===== src/rtl/demuxn_reg.sv =====
// demuxn_reg: registered 1-to-2^NB_SEL demultiplexer with valid/ready handshakes.
// One producer stream is steered by a per-word selector into one of several
// single-entry channel registers. Each channel drains independently and keeps
// a wrapping count of delivered words.
module demuxn_reg #(
  parameter int NB_SEL = 2,
  parameter int WIDTH  = 8
) (
  input  logic                          clk,
  input  logic                          reset,
  input  logic                          in_valid,
  output logic                          in_ready,
  input  logic [WIDTH-1:0]              in_data,
  input  logic [NB_SEL-1:0]             in_sel,
  output logic [(2**NB_SEL)-1:0]        out_valid,
  input  logic [(2**NB_SEL)-1:0]        out_ready,
  output logic [(2**NB_SEL)*WIDTH-1:0]  out_data,
  output logic [(2**NB_SEL)*8-1:0]      count,
  output logic                          busy
);

  localparam int NCH = 2 ** NB_SEL;

  logic            w_sel_free;
  logic            w_accept;
  logic [NCH-1:0]  w_load;
  logic [NCH-1:0]  w_drain;

  // Only the addressed channel gates the input: it must be empty or draining
  // at this edge. Other channels never block, and never unblock, the stream.
  assign w_sel_free = !out_valid[in_sel] || out_ready[in_sel];
  assign in_ready   = !reset && w_sel_free;
  assign w_accept   = in_valid && in_ready;
  assign busy       = |out_valid;

  for (genvar gi = 0; gi < NCH; gi++) begin : g_ch
    logic             r_valid;
    logic [WIDTH-1:0] r_data;
    logic [7:0]       r_count;

    assign w_load[gi]  = w_accept && (in_sel == NB_SEL'(gi));
    assign w_drain[gi] = r_valid && out_ready[gi];

    // Channel register: a load wins over a drain so a simultaneous drain and
    // reload keeps the channel full with the new word (1 word/cycle/channel).
    // The delivered-word counter steps on every drain and wraps naturally.
    always_ff @(posedge clk) begin
      if (reset) begin
        r_valid <= 1'b0;
        r_data  <= '0;
        r_count <= 8'd0;
      end else begin
        if (w_load[gi]) begin
          r_valid <= 1'b1;
          r_data  <= in_data;
        end else if (w_drain[gi]) begin
          r_valid <= 1'b0;
        end
        if (w_drain[gi]) begin
          r_count <= r_count + 8'd1;
        end
      end
    end

    assign out_valid[gi]                 = r_valid;
    assign out_data[gi*WIDTH +: WIDTH]   = r_data;
    assign count[gi*8 +: 8]              = r_count;
  end

endmodule


===== config.mk =====
export PLATFORM = sky130hd
export DESIGN_NAME = demuxn_reg
export DESIGN_NICKNAME = d
export VERILOG_FILES = /design/src/rtl/demuxn_reg.sv
export SDC_FILE = /design/constraint.sdc
export NUM_CORES = 1
export LEC_CHECK = 0
export BUFFER_PORTS_ARGS = -buffer_cell sky130_fd_sc_hd__buf_2
export CORE_UTILIZATION = 45
export DETAILED_ROUTE_END_ITERATION = 16
export PLACE_DENSITY = 0.72
export REMOVE_ABC_BUFFERS = 1
export SLEW_MARGIN = 25
export SYNTH_ARGS = -nofsm -noshare
export SYNTH_HDL_FRONTEND = slang
export SYNTH_SLANG_ARGS = --single-unit

===== constraint.sdc =====
create_clock -name clk -period 1.8 [get_ports clk]
set_clock_uncertainty 0.05 [all_clocks]
set_input_delay 0.09 -clock clk [delete_from_list [all_inputs] [get_ports clk]]
set_output_delay 0.09 -clock clk [all_outputs]
set_load 0.05 [all_outputs]

### Yosys cells after proc, flatten, opt, wreduce, memory -nomap -nowiden

Index checks and enable logic that the tools add are counted.

* input port bits: 17
* flip-flop bits (word level): 68
* output and inout port bits: 70

* equality and inequality tests: 3
* reduce and logical (&&, ||, !) cells: 19
* add/sub/neg operators: 4
* mux-type cells: 12
* order comparisons: 1

Operators by type and width (count)
* $add 8x1->8 const B: 4
* $logic_and 1x1->1: 10
* $mux 1: 10
* $reduce_bool 2->1: 4
* $bmux 1 s2: 2
* $eq 2x2->1 const B: 2
* $reduce_or 4->1: 1
* $lt 2x3->1 const B: 1
* $eq 2x1->1 const B: 1
* $logic_not 1->1: 2
* $logic_not 2->1: 1
* $logic_or 1x1->1: 1

### Logic depth before layout (Yosys ltp)

* word-level depth: 8
* mapped depth: 6

### Least setup slack after synthesis

Ideal clock, no wire load.

* path kind: register -> output
* start point: register g_ch[2].r_valid
* end point: output in_ready
* buffers on the path: 1
* path slack: -0.136 ns
* cell stages (with the launch flop): 5
* arrival: 1.796 ns
* path through: dfxtp_1 -> nor2b_1 -> clkbuf_1 -> mux4_2 -> nor2_1

* cells in the longest elaborated chain, start to end: 5

RTL lines
* start: declaration: line 37 `logic r_valid;`
* start signal: assignment: line 49 `r_valid <= 1'b0;`
* start signal: assignment: line 54 `r_valid <= 1'b1;`
* start signal: assignment: line 57 `r_valid <= 1'b0;`
* $bmux 1 s2: line 31 `assign w_sel_free = !out_valid[in_sel] || out_ready[in_sel];`
* $mux 1 (not written as such): line 31
* $logic_not 1->1: line 31
* $logic_or 1x1->1: line 31
* $logic_and 1x1->1: line 32 `assign in_ready = !reset && w_sel_free;`
* end: declaration: line 12 `output logic in_ready,`

No other way between the ends. The select of a mux whose other input is x is not followed.

### Worst setup path in the final report

Ends and elaborated chain as after synthesis.

==> results.cfg <==
[outcome]
status = completed

[sta]
setup_ws_ns = 0.0508
setup_viol = 0
rsz0062_at_grt = false
drv_slew = 0
slew-limit-headroom_pct = 48.8
fin_crit_sh_pct = 97.2
period_needed_ns = 1.75
hold_viol_final = 0
fmax_mhz = 572
tightest_slew_ns = 0.768

[route]
post_drt_wl_per_cell_um = 15.8
drtIter0Drc = 290
via_per_inst = 5.85
drt-total-wl_mm = 8.18
vias = 3027
route.detailed.drc = 0
drtPass1Iterations = 5
antenna_left = 0

[yosys]
yosysSeqAreaShare_pct = 43.5
syn-instance-count = 355
yosys.area_share.xor_xnor_pct = 2.24
synth_cell_types = 29
synth_top_family_by_area = simple AND/OR/NAND/NOR gates
synth-seq-cells = 68
synth.area.mux_share_pct = 2.16
netlist_area_um2 = 3130
synthAdderAreaFrac_pct = 1.60
yosys_warnings = 0
synth_compound_area_share_pct = 21.4
syn_area_per_cell_um2 = 8.81
yosys.area_share.simple_pct = 22.7

[critical_path]
crit_path_start_kind = flip-flop
r2r_start = g_ch[0].r_valid
worstReg2RegEnd = g_ch[0].r_count[7]
cp.required_ns = 1.66
regToRegSetupSlack_ns = 0.37
cp_data_arrival_time_ns = 1.61
endpoint = in_ready
endpoint_kind = primary output
critPathKind = flip-flop to primary output
reg2regPathDepth = 4
worst-path-max-fanout = 9
crit_start = g_ch[2].r_valid

[floorplanning]
coreArea_um2 = 6760
die-area_um2 = 7290
die_w_um = 85.4
rows = 30
die_h_um = 85.4
start_util_pct = 46.3
num_io_pins = 87

[placed_design]
preCtsSetupSlack_ns = 0.225
io_buffers = 86
dp_hpwl_mm = 5.51
dpl-instance-area_um2 = 3580
dp_cells = 500
place.gp.congestion = 0.798

[grt]
grt.overflow.total = 0
grt_max_degree = 38
antenna_found_initial = 0
grt_usage_pct = 22.8
grt_pass1_wl_mm = 13.1
grt_pass1_vias = 2645

[power_and_ir_drop]
p_per_area_nw_per_um2 = 873
power.leakage_nw = 1.51
power.total_mw = 3.35
vdd.ir_drop.worst_mv = 0.542

[flow_run]
timing.max_cap.violations = 0

[clock_tree]
cts_made_buffers = 9
cts_root_buf = clkbuf_8
cts_tree = built
clk_pin_slew_ns = 0.07
htree_levels = 3
cts_buffer_depth = 2
clkLatencyLatePin_ns = 0.34
cts.sink_count = 68

[finish]
final_core_util_pct = 56.8
mostFrequentLayoutCells = buf_2, dfxtp_1, a21oi_1
layout-drive-gt1-share_pct = 30.2
fin_cells = 517
diodes = 0
num-fill-cells = 630
final_common_cell = buf_2
syn2layout_area_growth_pct = 22.6
finish.instance_area_um2 = 3830
nets = 453

[worst_hold_path]
hold_path.class = input pin to flip-flop
holdCritStartpoint = in_data[5]
holdPathStages = 3
sequential cells by signal, indices dropped and copies added (netlist names):
signal	count
g_ch.r_data	32
g_ch.r_valid	4
g_ch.r_count	32
layout make-up:
| cell class | count | area (µm²) | share of cell area (%) |
|---|---|---|---|
| Timing Repair Buffer | 101 | 552 | 14.4 |
| Sequential cell | 68 | 1360 | 35.5 |
| Clock buffer | 11 | 131 | 3.43 |
| Tap cell | 80 | 100 | 2.61 |
| Clock inverter | 5 | 100 | 2.61 |
| Multi-Input combinational cell | 247 | 1570 | 40.9 |
| Inverter | 5 | 18.8 | 0.489 |
worst min path at each step:
| stage | slack, ns | endpoint |
|---|---|---|
| floorplan | 0.11 | g_ch[0].r_count[1] |
| global placement | 0.36 | g_ch[0].r_data[7] |
| detailed placement | 0.36 | g_ch[3].r_data[5] |
| CTS | 0.003 | g_ch[3].r_data[5] |
| global route | 0.008 | g_ch[2].r_data[5] |
| finish | 0.006 | g_ch[2].r_data[5] |
kinds of logic (layout without fill, tap and decap cells):
kind of cell / Yosys count / in the layout
AND/OR/NAND/NOR: 126 / 126
XOR/XNOR: 8 / 8
AO/OA/AOI/OAI: 104 / 104
buffers and inverters: 40 / 122
flip-flops: 68 / 68
adder cells (fa/ha/maj): 4 / 4
multiplexers: 5 / 5
power by group:
part | internal [mW] | switching [mW]
registers | 1.53 | 0.0165
clock network | 0.917 | 0.571
logic | 0.0800 | 0.238
per-stage QoR:
step                      TNS [ns]  hold WS, ns
after floorplan             -0.328        0.109
after global placement           0        0.357
after detailed placement         0        0.361
after CTS                        0      0.00339
after global routing             0      0.00807
final                            0      0.00556
cell usage after synthesis:
cell       n  area share, %
a21oi_1   56            9.0
and3b_1    1           0.28
buf_1      8           0.96
buf_2      7            1.1
buf_4      4           0.96
buf_6      2           0.72
buf_8      1           0.48
clkbuf_1  13            1.6
clkinv_1   1           0.12
dfxtp_1   68             44
ha_1       4            1.6
inv_1      4           0.48
mux2_2     4            1.4
mux4_2     1           0.72
nand2_1   16            1.9
nand2b_1   4           0.80
nand3_1   18            2.9
nand3b_1   3           0.72
nand4_1   40            8.0
nor2_1    17            2.0
nor2b_1    8            1.6
nor3b_2    1           0.40
o21ai_0    8            1.3
o31ai_1   30            7.2
o31ai_2   10            4.0
or3_1      8            1.6
or3b_1     1           0.28
or4_1      9            2.2
xor2_1     8            2.2
layer usage:
layer  up-vias  track usage [%]  wire length [µm]
li1       1487                -                 -
met1      1423             32.5              3730
met2       103             33.9              3790
met3        14             4.77               488
met4         0             9.09               162
met5         -                0                 0
worst max-delay path, cell delays in order (launching register included):
cell and delay [ns]:
dfxtp_2 0.37, nor2b_1 0.16, mux4_2 0.46, nor2_2 0.11, buf_6 0.17
what timing repair did:
action / CTS / global route
buffers inserted: 0 / 0
gates resized for setup: 3 / 1
endpoints found under the setup margin: 1 / 1
hold endpoints to repair: 1 / 0
pin swaps: 0 / 0
hold buffers: 1 / 0
Power figures use the tool's default switching activity.
